==> config.mk <==
export PLATFORM = sky130hd
export DESIGN_NAME = msg_bridge_flat
export DESIGN_NICKNAME = d
export VERILOG_FILES = /design/src/rtl/msg_bridge_pkg.sv /design/src/rtl/msg_bridge_if.sv /design/src/rtl/msg_fifo.sv /design/src/rtl/msg_bridge.sv /design/src/flat_wrapper.sv
export SDC_FILE = /design/constraint.sdc
export NUM_CORES = 1
export LEC_CHECK = 0
export CORE_UTILIZATION = 53
export CTS_CLUSTER_DIAMETER = 30
export DETAILED_ROUTE_END_ITERATION = 10
export GPL_TIMING_DRIVEN = 1
export PLACE_DENSITY = 0.81
export SYNTH_ARGS = -nofsm -noshare
export SYNTH_HDL_FRONTEND = slang
export SYNTH_HIERARCHICAL = 1
export SYNTH_SLANG_ARGS = --single-unit
==> constraint.sdc <==
create_clock -name clk -period 6.1 [get_ports clk]
set_input_delay 1.22 -clock clk [delete_from_list [all_inputs] [get_ports clk]]
set_output_delay 1.22 -clock clk [all_outputs]
set_load 0.01 [all_outputs]
==> src/rtl/msg_bridge_pkg.sv <==
// Shared types, status codes and message field layout for the UART <-> cell message bridge.
package msg_bridge_pkg;

  // Status code that marks an idle or empty message; such messages are never queued.
  localparam logic [3:0] IDLE_STATUS = 4'hF;

  // Message layout, LSB first: status[3:0], 1'b0, j, 1'b0, i.
  localparam int unsigned STATUS_LSB = 0;
  localparam int unsigned STATUS_W   = 4;
  localparam int unsigned J_LSB      = 5;

  function automatic int unsigned msg_width(input int unsigned addr_width);
    return 2 * (addr_width + 1) + 4;
  endfunction

  function automatic int unsigned i_lsb(input int unsigned addr_width);
    return addr_width + 6;
  endfunction

  typedef enum logic [1:0] {
    StIdle,
    StSend,
    StWait
  } ser_state_e;

endpackage

==> src/rtl/msg_bridge_if.sv <==
// Bundle of the UART-side byte strobes and the cell-side message handshakes.
interface msg_bridge_if #(
  parameter int unsigned ADDR_WIDTH = 4
);
  import msg_bridge_pkg::*;

  localparam int unsigned MESSAGE_WIDTH = msg_width(ADDR_WIDTH);

  logic [7:0]               rxdata;
  logic                     rxfinish;
  logic [7:0]               txdata;
  logic                     send;
  logic                     txdone;
  logic [MESSAGE_WIDTH-1:0] rxmessage;
  logic                     rxvalid;
  logic                     rxready;
  logic [MESSAGE_WIDTH-1:0] txmessage;
  logic                     txvalid;
  logic                     txready;
  logic                     rx_overflow;
  logic [7:0]               drop_cnt;

  // Environment side: UART model and cell array.
  modport master (
    output rxdata, rxfinish, txdone, rxready, txmessage, txvalid,
    input  txdata, send, rxmessage, rxvalid, txready, rx_overflow, drop_cnt
  );

  // Bridge side.
  modport slave (
    input  rxdata, rxfinish, txdone, rxready, txmessage, txvalid,
    output txdata, send, rxmessage, rxvalid, txready, rx_overflow, drop_cnt
  );

endinterface

==> src/rtl/msg_fifo.sv <==
// Show-ahead FIFO; a push while full is accepted only when a pop frees the slot on the same edge.
module msg_fifo #(
  parameter int unsigned WIDTH = 8,
  parameter int unsigned DEPTH = 4
) (
  input  logic             clk_i,
  input  logic             rst_i,
  input  logic             push_i,
  input  logic [WIDTH-1:0] wdata_i,
  input  logic             pop_i,
  output logic [WIDTH-1:0] rdata_o,
  output logic             full_o,
  output logic             empty_o
);

  localparam int unsigned AW = $clog2(DEPTH);

  logic [WIDTH-1:0] mem_q [DEPTH];
  logic [AW:0]      wptr_q, rptr_q;
  logic             do_push, do_pop;

  // Pointer compare with a wrap bit distinguishes full from empty.
  always_comb begin
    empty_o = (wptr_q == rptr_q);
    full_o  = (wptr_q[AW] != rptr_q[AW]) && (wptr_q[AW-1:0] == rptr_q[AW-1:0]);
    do_pop  = pop_i && !empty_o;
    do_push = push_i && (!full_o || do_pop);
    rdata_o = empty_o ? '0 : mem_q[rptr_q[AW-1:0]];
  end

  // Read/write pointers.
  always_ff @(posedge clk_i or posedge rst_i) begin
    if (rst_i) begin
      wptr_q <= '0;
      rptr_q <= '0;
    end else begin
      if (do_push) wptr_q <= wptr_q + 1'b1;
      if (do_pop)  rptr_q <= rptr_q + 1'b1;
    end
  end

  // Storage needs no reset; the head is masked while empty.
  always_ff @(posedge clk_i) begin
    if (do_push) mem_q[wptr_q[AW-1:0]] <= wdata_i;
  end

endmodule

==> src/rtl/msg_bridge.sv <==
// Bridges 3-byte UART frames to cell messages (RX) and serialises cell messages to bytes (TX).
module msg_bridge import msg_bridge_pkg::*; #(
  parameter int unsigned ADDR_WIDTH = 4,
  parameter int unsigned DEPTH      = 4,
  parameter int unsigned TIMEOUT    = 1023
) (
  input logic         clk,
  input logic         rst,
  msg_bridge_if.slave bus
);

  localparam int unsigned MW  = msg_width(ADDR_WIDTH);
  localparam int unsigned ILsb = i_lsb(ADDR_WIDTH);
  localparam int unsigned TW  = (TIMEOUT > 1) ? $clog2(TIMEOUT) : 1;

  // RX assembler state
  logic [1:0]            idx_q, idx_d;
  logic [ADDR_WIDTH-1:0] i_q, i_d, j_q, j_d;
  logic [TW-1:0]         tmo_q, tmo_d;
  logic                  ovf_q, ovf_d;
  logic [7:0]            drop_q, drop_d;
  logic                  drop_evt, rx_push, rx_pop, rx_full, rx_empty;
  logic [MW-1:0]         rx_frame;

  // TX serializer state
  ser_state_e state_q, state_d;
  logic [1:0] byte_q, byte_d, sel_byte;
  logic [7:0] txdata_q, txdata_d, sel_data;
  logic       tx_push, tx_pop, tx_full, tx_empty;
  logic [MW-1:0] tx_head;

  logic unused_bits;
  assign unused_bits = ^{bus.rxdata, tx_head};

  // RX: collect bytes, filter idle/overflow frames and discard stale partial frames.
  always_comb begin
    idx_d    = idx_q;
    i_d      = i_q;
    j_d      = j_q;
    tmo_d    = tmo_q;
    ovf_d    = ovf_q;
    drop_evt = 1'b0;
    rx_push  = 1'b0;
    rx_pop   = bus.rxvalid && bus.rxready;
    rx_frame = {i_q, 1'b0, j_q, 1'b0, bus.rxdata[3:0]};
    if (bus.rxfinish) begin
      tmo_d = '0;
      case (idx_q)
        2'd0: begin i_d = bus.rxdata[ADDR_WIDTH-1:0]; idx_d = 2'd1; end
        2'd1: begin j_d = bus.rxdata[ADDR_WIDTH-1:0]; idx_d = 2'd2; end
        default: begin
          idx_d = 2'd0;
          if (bus.rxdata[3:0] == IDLE_STATUS) begin
            drop_evt = 1'b1;
          end else if (rx_full && !rx_pop) begin
            drop_evt = 1'b1;
            ovf_d    = 1'b1;
          end else begin
            rx_push = 1'b1;
          end
        end
      endcase
    end else if (TIMEOUT != 0 && idx_q != 2'd0) begin
      if (tmo_q == TW'(TIMEOUT - 1)) begin
        idx_d    = 2'd0;
        tmo_d    = '0;
        drop_evt = 1'b1;
      end else begin
        tmo_d = tmo_q + TW'(1);
      end
    end
    drop_d = (drop_evt && drop_q != 8'hFF) ? drop_q + 8'd1 : drop_q;
  end

  // RX assembler registers.
  always_ff @(posedge clk or posedge rst) begin
    if (rst) begin
      idx_q  <= 2'd0;
      i_q    <= '0;
      j_q    <= '0;
      tmo_q  <= '0;
      ovf_q  <= 1'b0;
      drop_q <= 8'd0;
    end else begin
      idx_q  <= idx_d;
      i_q    <= i_d;
      j_q    <= j_d;
      tmo_q  <= tmo_d;
      ovf_q  <= ovf_d;
      drop_q <= drop_d;
    end
  end

  msg_fifo #(.WIDTH(MW), .DEPTH(DEPTH)) u_rx_fifo (
    .clk_i   (clk),
    .rst_i   (rst),
    .push_i  (rx_push),
    .wdata_i (rx_frame),
    .pop_i   (rx_pop),
    .rdata_o (bus.rxmessage),
    .full_o  (rx_full),
    .empty_o (rx_empty)
  );

  msg_fifo #(.WIDTH(MW), .DEPTH(DEPTH)) u_tx_fifo (
    .clk_i   (clk),
    .rst_i   (rst),
    .push_i  (tx_push),
    .wdata_i (bus.txmessage),
    .pop_i   (tx_pop),
    .rdata_o (tx_head),
    .full_o  (tx_full),
    .empty_o (tx_empty)
  );

  // Handshake outputs; txready is held low while in reset.
  always_comb begin
    bus.rxvalid     = !rx_empty;
    bus.rx_overflow = ovf_q;
    bus.drop_cnt    = drop_q;
    bus.txready     = !rst && !tx_full;
    tx_push         = bus.txvalid && bus.txready && (bus.txmessage[3:0] != IDLE_STATUS);
    bus.send        = (state_q == StSend);
    bus.txdata      = txdata_q;
  end

  // Byte of the head message to load on the next entry into SEND.
  always_comb begin
    sel_byte = (state_q == StWait) ? byte_q + 2'd1 : 2'd0;
    case (sel_byte)
      2'd0:    sel_data = 8'(tx_head[ILsb +: ADDR_WIDTH]);
      2'd1:    sel_data = 8'(tx_head[J_LSB +: ADDR_WIDTH]);
      default: sel_data = {4'b0, tx_head[STATUS_LSB +: STATUS_W]};
    endcase
  end

  // Serializer next state: one send strobe per byte, pop only after the last txdone.
  always_comb begin
    state_d  = state_q;
    byte_d   = byte_q;
    txdata_d = txdata_q;
    tx_pop   = 1'b0;
    unique case (state_q)
      StIdle: begin
        if (!tx_empty) begin
          state_d  = StSend;
          byte_d   = 2'd0;
          txdata_d = sel_data;
        end
      end
      StSend: state_d = StWait;
      StWait: begin
        if (bus.txdone) begin
          if (byte_q != 2'd2) begin
            byte_d   = sel_byte;
            txdata_d = sel_data;
            state_d  = StSend;
          end else begin
            tx_pop  = 1'b1;
            byte_d  = 2'd0;
            state_d = StIdle;
          end
        end
      end
      default: state_d = StIdle;
    endcase
  end

  // Serializer registers.
  always_ff @(posedge clk or posedge rst) begin
    if (rst) begin
      state_q  <= StIdle;
      byte_q   <= 2'd0;
      txdata_q <= 8'd0;
    end else begin
      state_q  <= state_d;
      byte_q   <= byte_d;
      txdata_q <= txdata_d;
    end
  end

endmodule

==> src/flat_wrapper.sv <==
// flat-port wrapper written by rule: the top's interface ports become plain ports
module msg_bridge_flat import msg_bridge_pkg::*;
#(
  parameter int unsigned ADDR_WIDTH = 4,
  parameter int unsigned DEPTH      = 4,
  parameter int unsigned TIMEOUT    = 1023
)
  (clk, rst, bus_rxdata, bus_rxfinish, bus_txdone, bus_rxready, bus_txmessage, bus_txvalid, bus_txdata, bus_send, bus_rxmessage, bus_rxvalid, bus_txready, bus_rx_overflow, bus_drop_cnt);
  msg_bridge_if #(.ADDR_WIDTH(ADDR_WIDTH)) bus_i ();
  input logic clk;
  input logic rst;
  input wire logic [$bits(bus_i.rxdata)-1:0] bus_rxdata;
  input wire logic [$bits(bus_i.rxfinish)-1:0] bus_rxfinish;
  input wire logic [$bits(bus_i.txdone)-1:0] bus_txdone;
  input wire logic [$bits(bus_i.rxready)-1:0] bus_rxready;
  input wire logic [$bits(bus_i.txmessage)-1:0] bus_txmessage;
  input wire logic [$bits(bus_i.txvalid)-1:0] bus_txvalid;
  output wire logic [$bits(bus_i.txdata)-1:0] bus_txdata;
  output wire logic [$bits(bus_i.send)-1:0] bus_send;
  output wire logic [$bits(bus_i.rxmessage)-1:0] bus_rxmessage;
  output wire logic [$bits(bus_i.rxvalid)-1:0] bus_rxvalid;
  output wire logic [$bits(bus_i.txready)-1:0] bus_txready;
  output wire logic [$bits(bus_i.rx_overflow)-1:0] bus_rx_overflow;
  output wire logic [$bits(bus_i.drop_cnt)-1:0] bus_drop_cnt;
  assign bus_i.rxdata = bus_rxdata;
  assign bus_i.rxfinish = bus_rxfinish;
  assign bus_i.txdone = bus_txdone;
  assign bus_i.rxready = bus_rxready;
  assign bus_i.txmessage = bus_txmessage;
  assign bus_i.txvalid = bus_txvalid;
  assign bus_txdata = bus_i.txdata;
  assign bus_send = bus_i.send;
  assign bus_rxmessage = bus_i.rxmessage;
  assign bus_rxvalid = bus_i.rxvalid;
  assign bus_txready = bus_i.txready;
  assign bus_rx_overflow = bus_i.rx_overflow;
  assign bus_drop_cnt = bus_i.drop_cnt;
  msg_bridge #(.ADDR_WIDTH(ADDR_WIDTH), .DEPTH(DEPTH), .TIMEOUT(TIMEOUT)) u_core (.clk(clk), .rst(rst), .bus(bus_i));
endmodule
==> metrics.md <==
| Metric | Value |
|---|---|
| Post-CTS setup buffer count | 0 |
| P_leak | approximately 3.0 nW |
| Power Density | 479 mW/mm² |
| Design area | a little over 0.008 mm² |
| Initial Utilization | 54.3% |
| Share of cells above drive strength 1 | a little under a fifth |
| Cts repair resizes | 0 |
| Core area | 0.0126 mm² |
| Die X | 116 µm |
| Required @ worst endpoint | 4880 ps |
| Setup WS pre-CTS | 2110 ps |
| # fillers | 895 |
| Drt pass-1 iters | 4 |
| Ys Warns | 6 |
| Slowest CP cell | dfrtp_1 |
| Setup Skew | 9.24 ps |
| # H-tree levels | 4 |
| Routability cong. | 0.843 |
| Mapped Cells | 428 |
| ANT cells | 0 |
| Vias in the first global route | 3998 |
| CTS max path bufs | 2 |
| Family with the most delay on the worst path | simple AND/OR/NAND/NOR gates |
| Final Max Slew Viols | 0 |
| Setup crit start kind | flip-flop |
| Unrepaired setup endpoints after global routing | false |
| Commonest non-fill, non-tap cell in the layout | edfxtp_1 |
| Worst Tran Pin Value | 1040 ps |
| Post-layout util | between 60 and 70% |
| I/O Buffers | 51 |
| Hold WS | ~510 ps |
| Nets | 537 |
| WS Path Type | flip-flop to output port |
| Cts hold-fix bufs | 0 |
| Die ar. | 0.0133 mm² |
| Synthesized area | 0.00683 mm² |
| Post-Route WL | 11900 µm |
| Routed Antenna Nets | 0 |
| Initial antenna violation count | 0 |
| First-pass GRT wire length | approximately 20000 µm |
| Vias | around 3700 |
| HP Class | flip-flop to flip-flop |
| Most frequent cells in the layout | edfxtp_1 (104), clkdlybuf4s50_1 (51), dfrtp_1 (49) |
| Endpoint type of the worst setup path | output port |
| VDD IR max | between 0.2 and 0.3 mV |
| CTS tree | yes |
| WP data arrival | 3120 ps |
| Pin count of the biggest net entering global routing | 38 |
| Final HPWL DP | 7940 µm |
| DR vias/cell | about 5.5 |
| Fmax achieved | 231 MHz |
| Crit-path cells | xor2_4 -> nor3_2 -> nor2b_1 -> clkdlybuf4s50_1 |
| Total grt overflow | 0 |
| Setup_tns | 0 ps |
| Clock-pin transition on the worst setup and hold timing paths | 60 ps |
| Num CTS Buffers | 17 |
| Crit path buf inv count | 1 |
| Crit path time final | 4340 ps |
| Max_cap viols | 0 |
| Period utilization | 71.1% |
| Sink Count | 153 |
| Clock Tree Root | clkbuf_16 |
| Tot GR Track Use | 20.2% |
| Status | finished, final reports clean |
| DRC errors left | 0 |
| P&R area growth vs syn | 18.7% |
| Final setup margin | ~1800 ps |
| Final hold vios | 0 |
| Die extent in y | 116 µm |
| Cell area after placement | roughly 0.0075 mm² |
| Relative slew slack | 30.0% |
| Mapped Avg Cell Area | roughly 16 µm² |
| Worst-path fanout max | 17 |
| Row count | 41 |
| CP peak stage delay | approximately 910 ps |
| Latest clock arrival within the worst-skew pair | 420 ps |
| I/O Pins | 62 |
| Initial DRC Count | between 150 and 200 |
| Final setup fails | 0 |
| Routed wire length per instance | roughly 18 µm |
sequential cells by signal, summed over array words and instances (netlist names):
name                     count
u_core/idx_q                 2
u_core/u_tx_fifo/wptr_q      3
u_core/byte_q                2
u_core/tmo_q                10
u_core/u_rx_fifo/wptr_q      3
u_core/bus.txdata            4
u_core/bus.drop_cnt          8
u_core/state_q               2
u_core/j_q                   4
u_core/u_tx_fifo/rptr_q      3
u_core/u_tx_fifo/mem_q      48
u_core/u_rx_fifo/rptr_q      3
u_core/bus.rx_overflow       1
u_core/i_q                   4
u_core/u_rx_fifo/mem_q      56
worst paths after layout:
| check | startpoint | endpoint | slack (ps) | depth (start not counted) |
|---|---|---|---|---|
| worst min register to register | u_core/bus.txdata[2] | u_core/bus.txdata[2] | 510 | 1 |
| worst max-delay path | u_core/u_rx_fifo/rptr_q[1] | bus_rxmessage[11] | 1760 | 4 |
| max in group asynchronous | rst | u_core/bus.drop_cnt[0] | 4400 | 3 |
| worst max register to register | u_core/u_rx_fifo/rptr_q[1] | u_core/u_rx_fifo/mem_q[1][4] | 2260 | 6 |
| min in group asynchronous | rst | u_core/u_tx_fifo/wptr_q[1] | 1150 | 2 |
| worst min-delay path | u_core/bus.txdata[2] | u_core/bus.txdata[2] | 510 | 1 |
metrics by stage:
step                      power [mW]  cells
final                           3.88    680
after global placement          2.80    648
after detailed placement        2.86    648
after floorplan                 2.42    439
after global routing            4.10    680
after CTS                       3.93    680
routing by layer:
metal  up-vias  wire [µm]  global-route usage (%)
met5         -          0                       0
met3        12        485                    6.38
met2        94       6320                    34.3
met1      1895       4960                    23.7
li1       1731          -                       -
met4         0        131                    8.66
final cells by class:
type	instances	area [µm²]	area share (%)
tap	172	215	2.66
clock buffer	19	433	5.34
clock inverter	13	169	2.08
multi-input combinational	253	2350	29.0
sequential	153	4350	53.7
timing repair buffer	53	526	6.48
inverter	17	63.8	0.787
power breakdown:
| group | switching, mW | internal, mW |
|---|---|---|
| Sequential | 0.225 | 1.33 |
| Combinational | 0.586 | 0.679 |
| Clock | 0.409 | 0.647 |
Power figures use the tool's default switching activity.
